$ cat config.mk
export PLATFORM = sky130hd
export DESIGN_NAME = bus_arb2
export DESIGN_NICKNAME = d
export VERILOG_FILES = /design/src/rtl/bus_arb2_pkg.sv /design/src/rtl/bus_arb2_mux8b.sv /design/src/rtl/bus_arb2.sv
export SDC_FILE = /design/constraint.sdc
export NUM_CORES = 1
export LEC_CHECK = 0
export CORE_ASPECT_RATIO = 0.8
export CORE_MARGIN = 3
export CORE_UTILIZATION = 47
export DETAILED_ROUTE_END_ITERATION = 10
export PLACE_DENSITY_LB_ADDON = 0.25
export SYNTH_ARGS = -nofsm -noshare
export SYNTH_HDL_FRONTEND = slang
export SYNTH_SLANG_ARGS = --single-unit
$ cat constraint.sdc
create_clock -name clk -period 3.5 [get_ports clk]
set_clock_uncertainty 0.05 [all_clocks]
set_input_delay 0.35 -clock clk [delete_from_list [all_inputs] [get_ports clk]]
set_output_delay 0.35 -clock clk [all_outputs]
set_load 0.02 [all_outputs]
$ cat src/rtl/bus_arb2_pkg.sv
// Shared encodings for the two-requester bus arbiter.
package bus_arb2_pkg;

  typedef enum logic [1:0] {
    ST_IDLE = 2'b00,
    ST_GNTA = 2'b01,
    ST_GNTB = 2'b10
  } arbState_t;

  localparam logic SEL_A = 1'b0;
  localparam logic SEL_B = 1'b1;

endpackage

$ cat src/rtl/bus_arb2_mux8b.sv
// 8-bit 2:1 byte mux feeding the shared data path.
module mux8b
  import bus_arb2_pkg::*;
(
  input  logic       sel,
  input  logic [7:0] inA,
  input  logic [7:0] inB,
  output logic [7:0] muxOut
);

  assign muxOut = (sel == SEL_A) ? inA : inB;

endmodule

$ cat src/rtl/bus_arb2.sv
// Round-robin arbiter for two requesters sharing one byte path, with hold-limit
// preemption under contention and a registered capture of the selected byte.
//
// state   | meaning
// --------+-----------------------------------------------------------
// ST_IDLE | no owner; both grants low; sel keeps its last value
// ST_GNTA | requester A owns the bus, sel=A
// ST_GNTB | requester B owns the bus, sel=B
module bus_arb2
  import bus_arb2_pkg::*;
#(
  parameter int MAXHOLD = 4,
  parameter int CW      = 4
) (
  input  logic       clk,
  input  logic       rst,
  input  logic       reqA,
  input  logic       reqB,
  input  logic [7:0] datA,
  input  logic [7:0] datB,
  output logic       gntA,
  output logic       gntB,
  output logic       sel,
  output logic [7:0] datC,
  output logic       valid
);

  localparam logic [CW-1:0] HOLD_LAST = CW'(MAXHOLD - 1);
  localparam logic [CW-1:0] HOLD_MAX  = CW'(MAXHOLD);

  arbState_t     state;
  arbState_t     stateNxt;
  logic          lastSel;
  logic [CW-1:0] cnt;
  logic [7:0]    muxOut;
  logic          holdDone;
  logic          capture;

  mux8b uMux (
    .sel   (sel),
    .inA   (datA),
    .inB   (datB),
    .muxOut(muxOut)
  );

  // >= rather than == so an owner whose count already saturated while
  // uncontested is still released once the other side starts asking.
  assign holdDone = (cnt >= HOLD_LAST);
  assign capture  = ((state == ST_GNTA) && reqA) || ((state == ST_GNTB) && reqB);

  always_comb begin
    stateNxt = state;
    case (state)
      ST_IDLE: begin
        if (reqA && reqB) begin
          stateNxt = (lastSel == SEL_B) ? ST_GNTA : ST_GNTB;
        end else if (reqA) begin
          stateNxt = ST_GNTA;
        end else if (reqB) begin
          stateNxt = ST_GNTB;
        end
      end
      ST_GNTA: begin
        if (!reqA || (reqB && holdDone)) stateNxt = ST_IDLE;
      end
      ST_GNTB: begin
        if (!reqB || (reqA && holdDone)) stateNxt = ST_IDLE;
      end
      default: stateNxt = ST_IDLE;
    endcase
  end

  always_ff @(posedge clk) begin
    if (rst) begin
      state   <= ST_IDLE;
      sel     <= SEL_A;
      lastSel <= SEL_B;
      cnt     <= '0;
      datC    <= 8'h00;
      valid   <= 1'b0;
    end else begin
      state <= stateNxt;
      if ((state == ST_IDLE) && (stateNxt == ST_GNTA)) begin
        sel     <= SEL_A;
        lastSel <= SEL_A;
        cnt     <= '0;
      end else if ((state == ST_IDLE) && (stateNxt == ST_GNTB)) begin
        sel     <= SEL_B;
        lastSel <= SEL_B;
        cnt     <= '0;
      end else if ((state != ST_IDLE) && (cnt != HOLD_MAX)) begin
        cnt <= cnt + 1'b1;
      end
      valid <= capture;
      if (capture) datC <= muxOut;
    end
  end

  assign gntA = (state == ST_GNTA);
  assign gntB = (state == ST_GNTB);

endmodule

* Word-level counts from Yosys, hierarchy flattened
Index checks and enable logic that the tools add are counted.
** Storage, ports and cells
- Bits in registers :: 17
- Latch bits :: 0
- Memory bits (writable) :: 0
- ROM bits :: 0
- Input port bits :: 20
- Output and inout bits :: 12
- Word-level logic and storage cells :: 41
- Memories kept :: 0
** Cells by class
- Add/sub/neg operators :: 1
- $mul :: 0
- Div/mod/pow operators :: 0
- Order comparisons :: 1
- Eq/ne operators :: 5
- Shift-type cells :: 0
- Muxes and demuxes :: 10
- Bitwise operators :: 0
- Reductions and logical operators :: 18
** Operators by type and width (number)
- $mux W2 :: 6
- $logic_and A1 B1 Y1 :: 8
- $mux W8 :: 1
- $pmux W2 S3 :: 1
- $add A4 B1 Y4 const B :: 1
- $eq A2 B1 Y1 const B :: 2
- $eq A2 B2 Y1 const B :: 2
- $ge A4 B2 Y1 const B :: 1
- $ne A4 B3 Y1 const B :: 1
- $reduce_bool A2 Y1 :: 2
- $logic_or A1 B1 Y1 :: 3
- $reduce_or A3 Y1 :: 1
- $logic_not A1 Y1 :: 2
- $logic_not A2 Y1 :: 1
- $mux W1 :: 2
- $reduce_or A2 Y1 :: 1

* Logic depth before layout (Yosys ltp)
- Depth after elaboration :: 9
- Mapped depth :: 6

* Modules after synthesis
A second synthesis with hierarchy kept.
** Second synthesis, totals
- Cells, all modules :: 99
- Area, all modules :: 1004.7 µm²
** By module, submodules not included
- bus_arb2 :: instances 1, cells each 90, area an instance 873.3 µm², sequential area each 340.3 µm²
- mux8b :: instances 1, cells each 9, area an instance 131.4 µm², sequential area each 0.0 µm²

* Least setup slack after synthesis
No wires, ideal clock.
- Path type :: register to register
- Start :: register state[0]
- End :: register valid
- Library setup time :: 0.114 ns
- Data arrival time :: 1.201 ns
- Setup slack :: 2.135 ns
- Cell stages (with the launch flop) :: 7
- Period minus slack after synthesis :: 1.365 ns
- Path through :: dfxtp_1 buf_4 and3b_1 buf_6 or2_1 buf_6 nor2b_1
** On the way
- Word-level cells in the longest chain between the ends :: 3
- Elaborated cells on any way between the ends :: 5
- Those cells by class :: 2 x eq/ne; 3 x reduce/logical
** Ends and longest elaborated chain
- from (decl) :: line bus_arb2.sv:31 : arbState_t state;
- from (signal assigned) :: line bus_arb2.sv:82 : state <= stateNxt;
- $eq A2 B1 Y1 or $eq A2 B2 Y1 (tied branches) :: line bus_arb2.sv:49 : assign capture = ((state == ST_GNTA) && reqA) || ((state == ST_GNTB) && reqB);
- $logic_and A1 B1 Y1 :: line bus_arb2.sv:49
- $logic_or A1 B1 Y1 (*) :: line bus_arb2.sv:49
- to (signal assigned) :: line bus_arb2.sv:94 : valid <= capture;
- to (decl) :: line bus_arb2.sv:25 : output logic valid
Every way passes the cells marked *; elsewhere a longest branch is shown, timed or not.
A chain may end at the register's enable or synchronous reset.

* Worst setup path after layout
- Start :: register sel
- End :: output sel
** RTL lines
- from (decl) :: line bus_arb2.sv:23 : output logic sel,
- from (signal assigned) :: line bus_arb2.sv:76 : sel <= SEL_A;
- from (signal assigned) :: line bus_arb2.sv:84 : sel <= SEL_A;
- from (signal assigned) :: line bus_arb2.sv:88 : sel <= SEL_B;
No word-level cell between the ends.

==> metrics <==
status=finished, final reports clean; vias in the first global route=approximately 750; TritonCTS clock tree=done; syn_nets=roughly 120; top cells by area, synth=dfxtp_1 (38%), a211oi_2 (11%), mux2i_1 (10%); post-synthesis sequential area ratio=0.3810; Antenna Cells=0; Worst setup EP type=output port; Leak Pwr=0.4449 nW; Die Wd=54.75 um; row cnt=13; clock transition at the registers of the reported paths=approximately 0.10 ns; Slew headroom=0.5698; HP Class=register to register; Syn. warnings=0; EDFF count, synth=0; TritonCTS Buffers=3; crit path launch type=register; port bufs=31; first-pass GRT wire length=approximately 3.3 mm; power share of the clock group=0.241; Area Overhead vs Synth=34.87%; clock net sink count=17; Mapped Cells=93; Worst EP required=about 3.1 ns; crit-path max FO=10; worst vdd ir=between 0.0003 and 0.0004 V; DRT antenna net count=0; Synth async-reset ratio=0; CP Class=register to output port; max incr delay on CP=~0.71 ns; initial antenna violation count=0; postcts setup bufs=0; cell area after synthesis=~900 sq um; Util after Layout=0.7055; Final HPWL DP=between 1.5 and 2 mm; final net count=approximately 140; hold buffer count at CTS=0; worst hold slack=0.4822 ns; Initial DRC Count=28; Final Hold Vio Count=0; Slew Viols, Final=0; placer congestion estimate=about 0.73; total power=0.4344 mW; Placed Cells incl. Taps=~140; Synth top area share=0.3810; Avg WL per Cell=14.51 um; sw frac=0.2913; fillers=roughly 140; Bufs and invs on worst path=1; f_max=slightly below 500 MHz; Post-synth top cells=dfxtp_1 (17), nor3_1 (10), mux2i_1 (9), a211oi_2 (8), a21oi_1 (6); # resized after CTS=0; total number of vias=roughly 790; Die Ht=between 40 and 50 um; Sequential Power Share=0.505; Tightest Pin Transition=about 0.64 ns; Non-Filler Instances=roughly 140; ys flop type=dfxtp_1; pwr/cell area=360.5 nW/um^2; fin crit period=between 2 and 2.5 ns; setup_tns=0 ns; Avg Inst Size Synth=roughly 9.6 sq um; final setup violating endpoints=0; initial core utilization=0.5231; top-count cell post-synth=dfxtp_1; Sw Pwr=0.1266 mW; worst-path cell chain=clkdlybuf4s50_1; Avg Vias per Cell=5.542; Yosys cell types=29; Int Pwr=just over 0.3 mW; slowest CP cell=clkdlybuf4s50_1; DRC=0; number of synthesized register bits=17; final wirelength=2.061 mm; H-tree Lvls=1; unrepaired setup endpoints after global routing=no; total core area=roughly 1700 sq um; arrival time worst endpoint=1.67 ns; drt pass-1 iters=4; max-cap viol count=0; Clock Path Buffers=2; GRT Overall Usage=0.1916; Congestion Overflow GR=0; root buf cell=clkbuf_4; worst-skew pair later-pin latency=0.29 ns; largest net degree at the start of global routing=15; final period utilization=0.5915; Top Family by Delay on Critical Path=buffers and inverters; Ports=32; die area=2463 sq um; layout cells sized above 1=0.1167; Logic pwr share=0.254; Synth area leader=dfxtp_1
[final timing paths]
| check | from | endpoint | slack, ns | cells after the start |
|---|---|---|---|---|
| setup / recovery | sel$_SDFFE_PP0P_ | sel | 1.43 | 1 |
| hold / removal | cnt[0]$_SDFFE_PP0P_ | cnt[0]$_SDFFE_PP0P_ | 0.48 | 2 |
| setup reg to reg | state[1]$_SDFF_PP0_ | datC[2]$_SDFFE_PP0P_ | 1.88 | 3 |
| hold reg to reg | cnt[0]$_SDFFE_PP0P_ | cnt[0]$_SDFFE_PP0P_ | 0.48 | 2 |
[per-layer routing]
metal | vias to the layer above | track usage | share of wire
li1 | 394 | - | -
met1 | 355 | 0.2346 | 0.47
met2 | 36 | 0.3042 | 0.45
met3 | 2 | 0.07261 | 0.074
met4 | 0 | 0.06965 | 0.0073
met5 | - | 0 | 0
[layout by cell type (no fill, tap or decap), drive strengths merged]
cell	count
a211oi	8
nor3b	1
o21bai	1
or3b	1
and3b	3
inv	3
clkbuf	3
nor4b	1
nand3b	1
ha	2
a211o	1
or2	2
a21oi	6
mux2i	9
or4	1
nor2	4
nand3	3
a32oi	1
o2111a	1
dfxtp	17
and2b	1
clkinv	1
nand2	2
o21ai	4
clkdlybuf4s50	31
nor3	10
nor2b	2
[worst min-delay path: cells and delay by family, from the launching register on]
kind | cells | cell delay, ns
compound gates | 2 | 0.14
flops | 1 | 0.35
[stage by stage]
| stage | setup slack, ns | area (sq um) |
|---|---|---|
| finish | 1.430 | 1205 |
| CTS | 1.406 | 1205 |
| floorplan | 2.135 | 893.4 |
| detailed placement | 1.472 | 1177 |
| global placement | 1.531 | 1177 |
| global route | 1.323 | 1205 |
[cell type report]
cell class                 instances  area [sq um]  area share
multi-input combinational         65         488.0      0.4050
sequential                        17         340.3      0.2824
timing repair buffer              31         310.3      0.2575
tap                               22         27.53     0.02285
clock buffer                       3         22.52     0.01869
inverter                           3         11.26    0.009346
clock inverter                     1         5.005    0.004154
[cell families (layout without fill, tap and decap cells)]
family	after synthesis	after routing	synth area share
fa+ha+maj	2	2	0.02801
buf+inv	11	38	0.07282
flops	17	17	0.3810
compound gates	22	22	0.2087
mux	9	9	0.1008
simple gates	32	32	0.2087
[power groups by stage]
| stage | logic (mW) | registers, mW | clock network, mW |
|---|---|---|---|
| final | 0.111 | 0.219 | 0.104 |
| after global routing | 0.119 | 0.221 | 0.114 |
| after CTS | 0.110 | 0.219 | 0.105 |
| after detailed placement | 0.109 | 0.224 | 0 |
| after global placement | 0.107 | 0.223 | 0 |
| after floorplan | 0.0596 | 0.227 | 0 |
[sequential cells by signal, summed over array words and instances (netlist names)]
register and cells:
cnt 4, datC 8, lastSel 1, sel 1, state 2, valid 1
Note: power is estimated with default switching activity, not from simulation.
